--- src/rtl/regfile_sb_if.sv ---
// Bus bundle for regfile_sb: two read ports, one write port and the
// issue/scoreboard signals. The datapath drives through master; the register file is the slave.
interface regfile_sb_if #(
  parameter int WIDTH   = 8,
  parameter int REGBITS = 3
);
  logic [REGBITS-1:0]      ra1;
  logic [REGBITS-1:0]      ra2;
  logic                    use1;
  logic                    use2;
  logic [WIDTH-1:0]        rd1;
  logic [WIDTH-1:0]        rd2;
  logic                    busy1;
  logic                    busy2;
  logic                    stall;
  logic                    regwrite;
  logic [REGBITS-1:0]      wa;
  logic [WIDTH-1:0]        wd;
  logic                    issue;
  logic [REGBITS-1:0]      issue_wa;
  logic [(1<<REGBITS)-1:0] pending;
  logic                    err;

  modport master (
    output ra1, ra2, use1, use2, regwrite, wa, wd, issue, issue_wa,
    input  rd1, rd2, busy1, busy2, stall, pending, err
  );

  modport slave (
    input  ra1, ra2, use1, use2, regwrite, wa, wd, issue, issue_wa,
    output rd1, rd2, busy1, busy2, stall, pending, err
  );
endinterface

--- src/rtl/regfile_sb.sv ---
// Register file with a per-register pending-write scoreboard and stall request.
// Optional write-first forwarding is enabled by defining REGFILE_BYPASS_EN.
module regfile_sb #(
  parameter int WIDTH   = 8,
  parameter int REGBITS = 3
) (
  input  logic         clk,
  input  logic         reset_n,
  regfile_sb_if.slave  bus
);
  localparam int NREG = 1 << REGBITS;

  // Register 0 has no storage; it is synthesised as a constant zero on reads.
  logic [WIDTH-1:0]   r_regs [1:NREG-1];
  logic [NREG-1:1]    r_busy;
  logic               r_err;

  logic               w_wr_en;
  logic               w_iss_en;
  logic               w_viol;
  logic [REGBITS-1:0] w_ra   [2];
  logic [WIDTH-1:0]   w_rd   [2];
  logic               w_busy [2];
  logic               w_use  [2];

  assign w_ra[0]  = bus.ra1;
  assign w_ra[1]  = bus.ra2;
  assign w_use[0] = bus.use1;
  assign w_use[1] = bus.use2;

  // Qualified write/issue strobes and the double-issue violation detect.
  always_comb begin
    w_wr_en  = bus.regwrite && (bus.wa != {REGBITS{1'b0}});
    w_iss_en = bus.issue && (bus.issue_wa != {REGBITS{1'b0}});
    w_viol   = 1'b0;
    if (w_iss_en) begin
      w_viol = r_busy[bus.issue_wa] && !(w_wr_en && (bus.wa == bus.issue_wa));
    end else begin
      w_viol = 1'b0;
    end
  end

  // Register storage, busy bits and sticky error; issue wins over retire on the same register.
  always_ff @(posedge clk or negedge reset_n) begin
    if (!reset_n) begin
      for (int i = 1; i < NREG; i++) begin
        r_regs[i] <= {WIDTH{1'b0}};
      end
      r_busy <= '0;
      r_err  <= 1'b0;
    end else begin
      for (int i = 1; i < NREG; i++) begin
        if (w_wr_en && (bus.wa == REGBITS'(i))) begin
          r_regs[i] <= bus.wd;
        end
        if (w_iss_en && (bus.issue_wa == REGBITS'(i))) begin
          r_busy[i] <= 1'b1;
        end else if (w_wr_en && (bus.wa == REGBITS'(i))) begin
          r_busy[i] <= 1'b0;
        end
      end
      if (w_viol) begin
        r_err <= 1'b1;
      end
    end
  end

  // Combinational read ports with optional write-first forwarding.
  always_comb begin
    for (int p = 0; p < 2; p++) begin
      w_rd[p]   = {WIDTH{1'b0}};
      w_busy[p] = 1'b0;
`ifdef REGFILE_BYPASS_EN
      if (w_wr_en && (bus.wa == w_ra[p])) begin
        w_rd[p]   = bus.wd;
        w_busy[p] = 1'b0;
      end else if (w_ra[p] != {REGBITS{1'b0}}) begin
        w_rd[p]   = r_regs[w_ra[p]];
        w_busy[p] = r_busy[w_ra[p]];
      end else begin
        w_rd[p]   = {WIDTH{1'b0}};
        w_busy[p] = 1'b0;
      end
`else
      if (w_ra[p] != {REGBITS{1'b0}}) begin
        w_rd[p]   = r_regs[w_ra[p]];
        w_busy[p] = r_busy[w_ra[p]];
      end else begin
        w_rd[p]   = {WIDTH{1'b0}};
        w_busy[p] = 1'b0;
      end
`endif
    end
  end

  assign bus.rd1     = w_rd[0];
  assign bus.rd2     = w_rd[1];
  assign bus.busy1   = w_busy[0];
  assign bus.busy2   = w_busy[1];
  assign bus.stall   = (w_use[0] && w_busy[0]) || (w_use[1] && w_busy[1]);
  assign bus.pending = {r_busy, 1'b0};
  assign bus.err     = r_err;
endmodule

--- src/flat_wrapper.sv ---
// flat-port wrapper written by rule: the top's interface ports become plain ports
module regfile_sb_flat 
#(
  parameter int WIDTH   = 8,
  parameter int REGBITS = 3
)
  (clk, reset_n, bus_ra1, bus_ra2, bus_use1, bus_use2, bus_regwrite, bus_wa, bus_wd, bus_issue, bus_issue_wa, bus_rd1, bus_rd2, bus_busy1, bus_busy2, bus_stall, bus_pending, bus_err);
  regfile_sb_if #(.WIDTH(WIDTH), .REGBITS(REGBITS)) bus_i ();
  input  logic clk;
  input  logic reset_n;
  input wire logic [$bits(bus_i.ra1)-1:0] bus_ra1;
  input wire logic [$bits(bus_i.ra2)-1:0] bus_ra2;
  input wire logic [$bits(bus_i.use1)-1:0] bus_use1;
  input wire logic [$bits(bus_i.use2)-1:0] bus_use2;
  input wire logic [$bits(bus_i.regwrite)-1:0] bus_regwrite;
  input wire logic [$bits(bus_i.wa)-1:0] bus_wa;
  input wire logic [$bits(bus_i.wd)-1:0] bus_wd;
  input wire logic [$bits(bus_i.issue)-1:0] bus_issue;
  input wire logic [$bits(bus_i.issue_wa)-1:0] bus_issue_wa;
  output wire logic [$bits(bus_i.rd1)-1:0] bus_rd1;
  output wire logic [$bits(bus_i.rd2)-1:0] bus_rd2;
  output wire logic [$bits(bus_i.busy1)-1:0] bus_busy1;
  output wire logic [$bits(bus_i.busy2)-1:0] bus_busy2;
  output wire logic [$bits(bus_i.stall)-1:0] bus_stall;
  output wire logic [$bits(bus_i.pending)-1:0] bus_pending;
  output wire logic [$bits(bus_i.err)-1:0] bus_err;
  assign bus_i.ra1 = bus_ra1;
  assign bus_i.ra2 = bus_ra2;
  assign bus_i.use1 = bus_use1;
  assign bus_i.use2 = bus_use2;
  assign bus_i.regwrite = bus_regwrite;
  assign bus_i.wa = bus_wa;
  assign bus_i.wd = bus_wd;
  assign bus_i.issue = bus_issue;
  assign bus_i.issue_wa = bus_issue_wa;
  assign bus_rd1 = bus_i.rd1;
  assign bus_rd2 = bus_i.rd2;
  assign bus_busy1 = bus_i.busy1;
  assign bus_busy2 = bus_i.busy2;
  assign bus_stall = bus_i.stall;
  assign bus_pending = bus_i.pending;
  assign bus_err = bus_i.err;
  regfile_sb #(.WIDTH(WIDTH), .REGBITS(REGBITS)) u_core (.clk(clk), .reset_n(reset_n), .bus(bus_i));
endmodule
--- config.mk ---
export PLATFORM = sky130hd
export DESIGN_NAME = regfile_sb_flat
export DESIGN_NICKNAME = d
export VERILOG_FILES = /design/src/rtl/regfile_sb_if.sv /design/src/rtl/regfile_sb.sv /design/src/flat_wrapper.sv
export SDC_FILE = /design/constraint.sdc
export NUM_CORES = 1
export LEC_CHECK = 0
export CORE_MARGIN = 4
export CORE_UTILIZATION = 40
export CTS_CLUSTER_SIZE = 24
export DETAILED_ROUTE_END_ITERATION = 8
export PLACE_DENSITY = 0.62
export SYNTH_ARGS = -nofsm -noshare
export SYNTH_HDL_FRONTEND = slang
export SYNTH_SLANG_ARGS = --single-unit
--- constraint.sdc ---
create_clock -name clk -period 2.8 [get_ports clk]
set_input_delay 0.7 -clock clk [delete_from_list [all_inputs] [get_ports clk]]
set_output_delay 0.7 -clock clk [all_outputs]
set_load 0.05 [all_outputs]
==> results of run 1 <==
[report_power, final]
group,leakage [uW],internal [uW],switching [uW]
sequential,0.000762,1120,159
clock,0.0000834,344,352
combinational,0.00124,671,597
total,0.00209,2140,1110
[registers in the layout, summed over array words and instances (netlist names)]
| signal | count |
|---|---|
| u_core.bus.err | 1 |
| u_core.r_busy | 7 |
| u_core.r_regs | 56 |
[final cells by class]
cell class                      count  share of cell area
Clock buffer                       13             0.03030
Clock inverter                      3            0.003564
Inverter                           10            0.007637
Multi-Input combinational cell    180              0.3862
Sequential cell                    64              0.3259
Tap cell                          108             0.02750
Timing Repair Buffer               91              0.2189
[Yosys cell counts (all sizes together), types with 2 or more instances]
library cell	instances	area [um2]
buf	18	106.3
mux4	19	454.2
a21oi	8	40.04
dfrtp	64	1602
nand4b	3	26.28
nand2b	3	18.77
nor4bb	2	20.02
xnor2	2	17.52
nand2	18	67.56
inv	10	37.54
mux2i	2	20.02
o21ai	17	88.84
o22ai	2	12.51
a22oi	11	87.58
clkbuf	5	18.77
nor2b	2	12.51
mux2	73	822.0
a221oi	6	52.55
[per-layer routing]
| metal | global-route usage | up-vias | part of all wire |
|---|---|---|---|
| li1 | - | 1212 | - |
| met1 | 0.2763 | 1334 | 0.45 |
| met2 | 0.3004 | 84 | 0.47 |
| met3 | 0.03451 | 15 | 0.055 |
| met4 | 0.07669 | 0 | 0.026 |
| met5 | 0 | - | 0 |
[worst register-to-register path, cell delays in order (launching register included)]
cell and delay, ps:
dfrtp_1 430, mux4_2 470, a21oi_1 170, o21bai_1 70
[logic make-up (layout without fill, tap and decap cells)]
group | count (synthesis) | in the layout | synth area share
mux | 94 | 94 | 0.3598
flops | 64 | 64 | 0.4446
compound gates | 51 | 51 | 0.09379
buf+inv | 33 | 117 | 0.04515
simple gates | 32 | 32 | 0.05071
xor+xnor | 2 | 2 | 0.004864
other cells | 1 | 1 | 0.001041
[how the worst max path moves through the flow]
| stage | from | to | slack [ps] | cells past startpoint |
|---|---|---|---|---|
| floorplan | bus_ra2[1] | bus_stall | -210 | 6 |
| global placement | bus_ra1[1] | bus_rd1[4] | -330 | 6 |
| detailed placement | bus_ra1[0] | bus_rd1[4] | -340 | 6 |
| CTS | bus_ra1[1] | bus_stall | -6 | 7 |
| global route | bus_ra1[0] | bus_rd1[7] | -6 | 6 |
| finish | bus_ra1[0] | bus_rd1[7] | 60 | 6 |
[stage by stage]
stage / util / instance area, um2 / instances
2_1_floorplan: - / 3606 / 277
3_3_place_gp: 0.5329 / 4647 / 449
3_5_place_dp: 0.5329 / 4647 / 449
4_1_cts: 0.5601 / 4885 / 467
5_1_grt: 0.5636 / 4915 / 469
6_report: 0.5636 / 4915 / 469
[timing repair]
action | 4_1_cts | 5_1_grt
buffers inserted | 1 | 2
pin swaps | 0 | 1
cloned | 1 | 0
endpoints found under the setup margin | 19 | 13
resized for setup | 16 | 10
==> metrics.md, run 1 <==
| Metric | Value |
|---|---|
| Final hold violations | `0` |
| H-tree levels | `3` |
| Root Buffer | `clkbuf_8` |
| Yosys warns | `0` |
| Post-DP HPWL | `approximately 6.5 mm` |
| Min setup slack post-route | `approximately 56 ps` |
| Nets | `roughly 380` |
| Die Width | `roughly 100 um` |
| First-pass GRT wire length | `roughly 15 mm` |
| CTS Sinks | `between 60 and 70` |
| Effective utilization at floorplan | `0.4131` |
| Crit path DAT | `~2000 ps` |
| Hold WC Path Type | `input port to asynchronous set/reset pin` |
| Diode count | `0` |
| Fin Hold WS | `between 400 and 500 ps` |
| CP delay by family, top | `buffers and inverters` |
| EDFF count, synth | `0` |
| Port bufs | `52` |
| Vias/cell | `approximately 5.6` |
| Tmin final | `2744 ps` |
| Crit path kind | `input port to output port` |
| Vias in the first global route | `between 2000 and 3000` |
| Place WS | `-343.3 ps` |
| Power Density | `~660 mW/mm2` |
| Part of the Yosys area used for sequential elements | `0.4446` |
| Avg Cell Area, Syn | `13.00 um2` |
| Count of cell types in the netlist | `37` |
| Longest Clk Path Bufs | `2` |
| Average wire per cell in the routed design | `slightly above 20 um` |
| Commonest non-fill, non-tap cells in the layout | `mux2_2 (73), dfrtp_1 (64), buf_4 (31), clkdlybuf4s50_1 (28), buf_12 (23)` |
| Final number of setup-violating endpoints | `0` |
| R2R setup slack | `1550 ps` |
| Largest stage delay on the critical path | `550 ps` |
| Grt total ovfl | `0` |
| Worst Clk Skew | `between 8 and 9 ps` |
| Die Height | `about 100 um` |
| Worst path slowest cell | `mux4_1` |
| Layout cells sized above 1 | `0.4903` |
| CP Data Required Time | `around 2100 ps` |
| Global Route Usage Sum | `0.1956` |
| DRT antenna net count | `0` |
| Clock slew at reported path FFs | `70 ps` |
| Commonest non-fill, non-tap cell in the layout | `mux2_2` |
| Leak | `0.002090 uW` |
| Fin crit share | `0.9799` |
| Critical path peak fanout | `5` |
| Initial antenna violation count | `0` |
| DIE AREA | `between 0.01 and 0.015 mm2` |
| Total power | `3248 uW` |
| Reg2Reg Depth | `3` |
| Status | `finished, final reports clean` |
| Max-slew violations | `0` |
| Post-Syn Area | `between 0.003 and 0.004 mm2` |
| Seq cells post-synth | `64` |
| Buf/Inv on CP | `3` |
| Core area | `0.008721 mm2` |
| FILL cells | `just over 700` |
| Max_cap viols | `0` |
| RR Startpoint | `u_core.r_busy[6]` |
| Final WL | `~9.4 mm` |
| I/O pin count | `54` |
| Hold-fix buffers, CTS | `0` |
| Setup crit start kind | `input port` |
| Worst VDD drop | `roughly 0.38 mV` |
| Relative slew slack | `0.5457` |
| Syn-to-layout area delta | `36.44%` |
| Largest net degree at the start of global routing | `37` |
| RePlAce Congestion | `between 0.7 and 0.8` |
| Iteration-0 DRC count of the detailed router | `around 120` |
| CTS buffer count | `9` |
| TritonCTS clock tree | `built` |
| Multi-input gate area | `~0.0019 mm2` |
| Max Freq | `roughly 360 MHz` |
| Critical-path cell list | `clkdlybuf4s15_2, buf_4, mux4_1, nand2_1, o21ai_1, buf_12` |
| First-pass DRT Iterations | `5` |
| Crit end category | `output port` |
| Register area | `between 0.0015 and 0.002 mm2` |
| Post-synth ARST share | `1.000` |
| # rows | `34` |
| Reg-to-reg endpoint | `u_core.bus.err` |
| Post-Route Setup TNS | `0 ps` |
| Post-synth top flop | `dfrtp_1` |
| Worst-Skew Late Latency | `roughly 340 ps` |
| Total number of vias | `~2600` |
| Post-synth net total | `roughly 300` |
| Mapped Cells | `277` |
| Worst-margin pin slew | `slightly below 700 ps` |
| DRC | `0` |
Power figures use the tool's default switching activity.
==> inputs of run 2 (changes only) <==
--- a/config.mk
+++ b/config.mk
@@ -5,11 +5,12 @@
 export SDC_FILE = /design/constraint.sdc
 export NUM_CORES = 1
 export LEC_CHECK = 0
+export ABC_AREA = 1
 export CORE_MARGIN = 4
-export CORE_UTILIZATION = 40
+export CORE_UTILIZATION = 50
 export CTS_CLUSTER_SIZE = 24
 export DETAILED_ROUTE_END_ITERATION = 8
-export PLACE_DENSITY = 0.62
+export PLACE_DENSITY = 0.74
 export SYNTH_ARGS = -nofsm -noshare
 export SYNTH_HDL_FRONTEND = slang
 export SYNTH_SLANG_ARGS = --single-unit
==> metrics.md, run 2 <==
| Metric | Value |
|---|---|
| Total power | `3080 uW (was 3248 uW)` |
| Hold WC Path Type | `input port to asynchronous set/reset pin (unchanged)` |
| Post-synth ARST share | `1.000 (unchanged)` |
| Vias in the first global route | `3624 (was 2761)` |
| Vias/cell | `5.457 (was 5.640)` |
| Average wire per cell in the routed design | `15.84 um (was 20.13 um)` |
| H-tree levels | `3 (unchanged)` |
| Combinational Power Share | `0.347 (was 0.391)` |
| Int Power | `1961 uW (was 2139 uW)` |
| Effective utilization at floorplan | `0.5125 (was 0.4131)` |
| Core area | `0.007214 mm2 (was 0.008721 mm2)` |
| Iteration-0 DRC count of the detailed router | `269 (was 119)` |
| DIE AREA | `0.008834 mm2 (was 0.01059 mm2)` |
| I/O pin count | `54 (unchanged)` |
| Global Route Usage Sum | `0.2593 (was 0.1956)` |
| Final hold violations | `0 (unchanged)` |
| Commonest non-fill, non-tap cells in the layout | `nand2_1 (132), o21ai_0 (105), inv_1 (64), dfrtp_1 (64), a21oi_1 (42) (was mux2_2 (73), dfrtp_1 (64), buf_4 (31), clkdlybuf4s50_1 (28), buf_12 (23))` |
| CTS Sinks | `64 (unchanged)` |
| Flop pwr share | `0.395 (about the same)` |
| CTS buffer count | `9 (unchanged)` |
| Synth top area share | `0.4332 (was 0.4446)` |
| Longest Clk Path Bufs | `2 (unchanged)` |
| Worst VDD drop | `0.3646 mV (was 0.3762 mV)` |
| Part of the Yosys area used for sequential elements | `0.4332 (was 0.4446)` |
| Top cells by area in the synthesized netlist | `dfrtp_1 (43%), o21ai_0 (14%), nand2_1 (14%) (was dfrtp_1 (44%), mux2_2 (23%), mux4_2 (7.5%))` |
| Worst Clk Skew | `2.748 ps (was 8.562 ps)` |
| Critical path peak fanout | `6 (was 5)` |
| Port bufs | `52 (unchanged)` |
| Synth top cells by count | `nand2_1 (133), o21ai_0 (106), dfrtp_1 (64), inv_1 (64), a21oi_1 (46) (was mux2_2 (73), dfrtp_1 (64), nand2_1 (18))` |
| Die Height | `93.99 um (was 102.9 um)` |
| Fin Hold WS | `354.2 ps (was 401.7 ps)` |
| Post-synthesis xor/xnor area fraction | `0 (was 0.004863)` |
| Worst-Skew Late Latency | `330 ps (was 340 ps)` |
| EDFF count, synth | `0 (unchanged)` |
| Final number of setup-violating endpoints | `0 (unchanged)` |
| Relative slew slack | `0.6513 (was 0.5457)` |
| Leak | `0.002274 uW (was 0.002090 uW)` |
| First-pass DRT Iterations | `5 (unchanged)` |
| Root Buffer | `clkbuf_8 (unchanged)` |
| CP Data Required Time | `2100 ps (about the same)` |
| Seq cells post-synth | `64 (unchanged)` |
| Most frequent cell after synthesis | `nand2_1 (was mux2_2)` |
| Crit path kind | `input port to output port (unchanged)` |
| First-pass GRT wire length | `17.70 mm (was 15.46 mm)` |
| Nets | `605 (was 382)` |
| Clock slew at reported path FFs | `70 ps (about the same)` |
| RSZ-0062 raised after global routing | `no` |
| Power Density | `634.4 mW/mm2 (was 660.8 mW/mm2)` |
| Final WL | `10.82 mm (was 9.441 mm)` |
| Place WS | `-189.2 ps (was -343.3 ps)` |
| RePlAce Congestion | `0.9262 (was 0.7836)` |
| Grt total ovfl | `0 (unchanged)` |
| Max FFs per register | `56 (unchanged)` |
| Crit path DAT | `2030 ps (was 2040 ps)` |
| Count of cell types in the netlist | `22 (was 37)` |
| Total number of vias | `3727 (was 2645)` |
| Simple-Gate Fraction of Synth Area | `0.1895 (was 0.05071)` |
| Buffers inserted by post-CTS timing repair | `0 (was 1)` |
| Max Freq | `366.7 MHz (was 364.5 MHz)` |
| Commonest non-fill, non-tap cell in the layout | `nand2_1 (was mux2_2)` |
| Multiplexer area fraction after synthesis | `0 (was 0.3598)` |
| Largest Register | `u_core.r_regs (unchanged)` |
| Status | `finished, final reports clean (unchanged)` |
| Largest area contributor in the netlist | `dfrtp_1 (unchanged)` |
| Compound-Gate Fraction of Synth Area | `0.2701 (was 0.09378)` |
| Max_cap viols | `0 (unchanged)` |
| Post-Synth Adder-Cell Area | `0 (unchanged)` |
| Largest net degree at the start of global routing | `65 (was 37)` |
| Max-slew violations | `0 (unchanged)` |
| Worst-margin pin slew | `522.5 ps (was 681.4 ps)` |
| Crit end category | `output port (unchanged)` |
| Yosys warns | `0 (unchanged)` |
| Avg Cell Area, Syn | `7.207 um2 (was 13.00 um2)` |
| Post-synth net total | `539 (was 303)` |
| Syn-to-layout area delta | `31.34% (was 36.44%)` |
| Mapped Cells | `513 (was 277)` |
| Net Sw Frac | `0.3636 (was 0.3413)` |
| Layout cells sized above 1 | `0.1592 (was 0.4903)` |
| Setup crit start kind | `input port (unchanged)` |
| # rows | `31 (was 34)` |
| Initial antenna violation count | `0 (unchanged)` |
| Combinational family with the most area after synthesis | `compound AO/OA/AOI/OAI gates (was multiplexers)` |
| Diode count | `0 (unchanged)` |
| Util after Layout | `0.6731 (was 0.5636)` |
| Net Sw Power | `1120 uW (was 1108 uW)` |
| Die Width | `93.99 um (was 102.9 um)` |
| Post-DP HPWL | `7.720 mm (was 6.523 mm)` |
| Fin crit share | `0.9740 (was 0.9799)` |
| Min setup slack post-route | `72.87 ps (was 56.18 ps)` |
| Post-Syn Area | `0.003697 mm2 (was 0.003602 mm2)` |
| Post-synth top flop | `dfrtp_1 (unchanged)` |
| DRT antenna net count | `0 (unchanged)` |
| DRC | `0 (unchanged)` |
| TritonCTS clock tree | `built (unchanged)` |
| Clock power frac | `0.257 (was 0.214)` |
| Tmin final | `2727 ps (was 2744 ps)` |
| Hold-fix buffers, CTS | `0 (unchanged)` |
==> run 2: cell count changes after synthesis, moves of 7 or more <==
cell | before | now
a21oi_1 | 8 | 46
a22oi_1 | 10 | 0
inv_1 | 10 | 64
mux2_2 | 73 | 0
mux4_1 | 7 | 0
mux4_2 | 12 | 0
nand2_1 | 18 | 133
nand3_1 | 0 | 17
nor2_1 | 1 | 14
o211ai_1 | 0 | 8
o21ai_0 | 14 | 106
o21ai_2 | 1 | 14
==> run 2: cell type report <==
type	count	area [um2]
clock buffers	11	141.4
clock inverters	5	56.30
fillers	620	2359
inverters	70	262.8
multi-input cells	355	1725
flip-flops and latches	64	1602
well taps	99	123.9
repair buffers	79	944.7
==> run 2: cells by family after synthesis <==
| kind of cell | Yosys count |
|---|---|
| other | 1 |
| buffers and inverters | 94 |
| DFF | 64 |
| AOI/OAI and AO/OA | 183 |
| and+or+nand+nor | 171 |
==> run 2: critical path: stages <==
cell and delay, ps:
clkdlybuf4s50_1 460, inv_1 200, o21ai_0 170, a21oi_1 150, a31oi_1 60, buf_4 150, buf_12 140
==> run 2: what timing repair did <==
item	in CTS	in global routing
cloned	0	0
gates resized for setup	10	2
hold endpoints to repair	0	0
setup endpoints to repair	19	2
==> run 2: power by group through the flow <==
| stage | Combinational [uW] | Clock, uW | Sequential (uW) |
|---|---|---|---|
| 5_1_grt | 1160 | 849 | 1240 |
| 4_1_cts | 1070 | 801 | 1210 |
| 3_5_place_dp | 1060 | 0 | 1230 |
| 2_1_floorplan | 555 | 0 | 1260 |
| 6_report | 1070 | 792 | 1220 |
| 3_3_place_gp | 1040 | 0 | 1220 |
==> run 2: path summary, 6_finish.rpt <==
| check | startpoint | end | slack (ps) | depth (start not counted) |
|---|---|---|---|---|
| max | bus_ra1[2] | bus_rd1[4] | 70 | 7 |
| min | reset_n | u_core.r_regs[21] | 350 | 2 |
| max reg2reg | u_core.r_busy[5] | u_core.bus.err | 1730 | 8 |
| min reg2reg | u_core.bus.err | u_core.bus.err | 480 | 2 |
| max in group asynchronous | reset_n | u_core.r_regs[42] | 2150 | 2 |
| min in group clk | u_core.bus.err | u_core.bus.err | 480 | 2 |
==> run 2: per-stage QoR <==
step                      instances  TNS [ps]  instance area (um2)
final                           683         0                 4856
after global routing            683         0                 4856
after CTS                       683         0                 4851
after detailed placement        667     -2765                 4637
after global placement          667     -2090                 4637
after floorplan                 513         0                 3697
==> run 2: layer usage <==
metal	wire length (um)	track usage
met2	5374	0.4370
met3	742	0.03846
met5	0	0
met1	4501	0.3373
met4	204	0.09507
==> inputs of run 3 (changes only) <==
--- a/config.mk
+++ b/config.mk
@@ -6,11 +6,13 @@
 export NUM_CORES = 1
 export LEC_CHECK = 0
 export ABC_AREA = 1
+export CELL_PAD_IN_SITES_DETAIL_PLACEMENT = 0
+export CELL_PAD_IN_SITES_GLOBAL_PLACEMENT = 1
 export CORE_MARGIN = 4
-export CORE_UTILIZATION = 50
+export CORE_UTILIZATION = 42
 export CTS_CLUSTER_SIZE = 24
 export DETAILED_ROUTE_END_ITERATION = 8
-export PLACE_DENSITY = 0.74
+export PLACE_DENSITY = 0.85
 export SYNTH_ARGS = -nofsm -noshare
 export SYNTH_HDL_FRONTEND = slang
 export SYNTH_SLANG_ARGS = --single-unit
==> metrics.md, run 3 (synthesized netlist as in run 2, its figures left out) <==
| Metric | Value |
|---|---|
| DIE AREA | `0.01037 mm2 (was 0.008834 mm2)` |
| Commonest non-fill, non-tap cell in the layout | `nand2_1 (unchanged)` |
| Final hold violations | `0 (unchanged)` |
| Clock slew at reported path FFs | `70 ps (about the same)` |
| Hold WC Path Type | `input port to asynchronous set/reset pin (unchanged)` |
| Syn-to-layout area delta | `33.16% (was 31.34%)` |
| Vias in the first global route | `3483 (was 3624)` |
| Flop pwr share | `0.401 (was 0.395)` |
| Combinational Power Share | `0.359 (was 0.347)` |
| DRC | `0 (unchanged)` |
| First-pass GRT wire length | `18.02 mm (was 17.70 mm)` |
| Post-Route Setup TNS | `0 ps (unchanged)` |
| CP Data Required Time | `2100 ps (about the same)` |
| Core area | `0.008382 mm2 (was 0.007214 mm2)` |
| Iteration-0 DRC count of the detailed router | `212 (was 269)` |
| FILL cells | `805 (was 620)` |
| Min setup slack post-route | `76.78 ps (was 72.87 ps)` |
| Max FFs per register | `56 (unchanged)` |
| Fin crit share | `0.9726 (was 0.9740)` |
| Setup crit start kind | `input port (unchanged)` |
| Fin area | `0.004923 mm2 (was 0.004856 mm2)` |
| Critical path peak fanout | `12 (was 6)` |
| Largest Register | `u_core.r_regs (unchanged)` |
| Grt total ovfl | `0 (unchanged)` |
| I/O pin count | `54 (unchanged)` |
| Vias/cell | `5.272 (was 5.457)` |
| Total power | `3018 uW (was 3080 uW)` |
| TritonCTS clock tree | `built (unchanged)` |
| Relative slew slack | `0.6241 (was 0.6513)` |
| Net Sw Frac | `0.3706 (was 0.3636)` |
| Effective utilization at floorplan | `0.4411 (was 0.5125)` |
| Leak | `0.002312 uW (was 0.002274 uW)` |
| RSZ-0062 raised after global routing | `no (unchanged)` |
| DP Area | `0.004695 mm2 (was 0.004637 mm2)` |
| Net Sw Power | `1118 uW (was 1120 uW)` |
| Die Width | `101.8 um (was 93.99 um)` |
| Crit path kind | `input port to output port (unchanged)` |
| First-pass DRT Iterations | `5 (unchanged)` |
| Initial antenna violation count | `0 (unchanged)` |
| Die Height | `101.8 um (was 93.99 um)` |
| DRT antenna net count | `0 (unchanged)` |
| Clock power frac | `0.240 (was 0.257)` |
| Status | `finished, final reports clean (unchanged)` |
| Global Route Usage Sum | `0.2265 (was 0.2593)` |
| H-tree levels | `3 (unchanged)` |
| Place WS | `-144.8 ps (was -189.2 ps)` |
| Port bufs | `52 (unchanged)` |
| Final WL | `11.16 mm (was 10.82 mm)` |
| Total number of vias | `3659 (was 3727)` |
| Nets | `610 (was 605)` |
| Worst Clk Skew | `4.420 ps (was 2.748 ps)` |
| Max-slew violations | `0 (unchanged)` |
| Crit end category | `output port (unchanged)` |
| Worst-margin pin slew | `563.3 ps (was 522.5 ps)` |
| Power Density | `613.0 mW/mm2 (was 634.4 mW/mm2)` |
| Layout cells sized above 1 | `0.1701 (was 0.1592)` |
| Crit path DAT | `2020 ps (was 2030 ps)` |
| Util after Layout | `0.5874 (was 0.6731)` |
| Worst VDD drop | `0.4916 mV (was 0.3646 mV)` |
| Int Power | `1900 uW (was 1961 uW)` |
| Register area | `0.001602 mm2 (unchanged)` |
| CTS Sinks | `64 (unchanged)` |
| Max Freq | `367.2 MHz (was 366.7 MHz)` |
| Worst-Skew Late Latency | `340 ps (was 330 ps)` |
| Tmin final | `2723 ps (was 2727 ps)` |
| Post-DP HPWL | `7.986 mm (was 7.720 mm)` |
| RePlAce Congestion | `0.9018 (was 0.9262)` |
| Max_cap viols | `0 (unchanged)` |
| Multi-input gate area | `0.001744 mm2 (was 0.001725 mm2)` |
| Root Buffer | `clkbuf_8 (unchanged)` |
| Largest net degree at the start of global routing | `65 (unchanged)` |
| # rows | `33 (was 31)` |
| Longest Clk Path Bufs | `2 (unchanged)` |
| Final number of setup-violating endpoints | `0 (unchanged)` |
| Commonest non-fill, non-tap cells in the layout | `nand2_1 (132), o21ai_0 (105), inv_1 (64), dfrtp_1 (64), a21oi_1 (42) (unchanged)` |
| CTS buffer count | `9 (unchanged)` |
| Average wire per cell in the routed design | `16.07 um (was 15.84 um)` |
run 3: changes by cell type in the layout (fill, tap and decap cells not counted), sizes merged:
| cell | before | now |
|---|---|---|
| buf | 47 | 52 |
| bufinv | 1 | 0 |
| clkbuf | 11 | 12 |
| clkdlybuf4s50 | 28 | 27 |
| clkinv | 3 | 2 |
| diode | 0 | 1 |
| dlymetal6s2s | 0 | 1 |
run 3: area by class of cell:
class	instances	area share
multi-input cells	355	0.3543
flip-flops and latches	64	0.3253
clock inverters	3	0.003558
diodes	1	0.0005083
repair buffers	84	0.2048
clock buffers	12	0.03151
well taps	105	0.02668
inverters	70	0.05337
run 3: what timing repair did:
| action | 4_1_cts | 5_1_grt |
|---|---|---|
| resized for setup | 16 | 3 |
| endpoints found under the setup margin | 19 | 3 |
| buffers inserted | 0 | 0 |
| pin swaps | 3 | 0 |
| hold buffers | 0 | 0 |
run 3: worst max-delay path: stages:
cell	delay (ps)
clkdlybuf4s50_1	520
buf_4	250
o21ai_0	130
a21oi_1	190
a21oi_2	70
buf_12	160
run 3: power groups by stage:
stage / clock network, uW / registers (uW) / logic, uW
detailed placement: 0 / 1220 / 1070
global placement: 0 / 1220 / 1060
global route: 784 / 1230 / 1180
finish: 725 / 1210 / 1080
CTS: 747 / 1210 / 1080
floorplan: 0 / 1260 / 555
run 3: through the flow:
stage | instances | hold slack [ps]
floorplan | 513 | 404.4
global placement | 678 | 457.3
detailed placement | 678 | 468.9
CTS | 693 | 372.4
global route | 693 | 387.5
finish | 694 | 358.0
run 3: routing by layer:
| metal | global-route usage | up-vias | part of all wire |
|---|---|---|---|
| li1 | - | 1819 | - |
| met1 | 0.3270 | 1707 | 0.46 |
| met2 | 0.3415 | 121 | 0.46 |
| met3 | 0.04846 | 12 | 0.066 |
| met4 | 0.07164 | 0 | 0.010 |
| met5 | 0 | - | 0 |
run 3: worst paths after layout:
path / from / cells after the start / to / slack, ps
setup / recovery: bus_ra1[2] / 6 / bus_rd1[1] / 80
hold / removal: reset_n / 2 / u_core.r_regs[3] / 360
setup reg to reg: u_core.r_busy[5] / 8 / u_core.bus.err / 1760
hold reg to reg: u_core.bus.err / 2 / u_core.bus.err / 480
max in group asynchronous: reset_n / 2 / u_core.r_regs[33] / 2140
min in group clk: u_core.bus.err / 2 / u_core.bus.err / 480
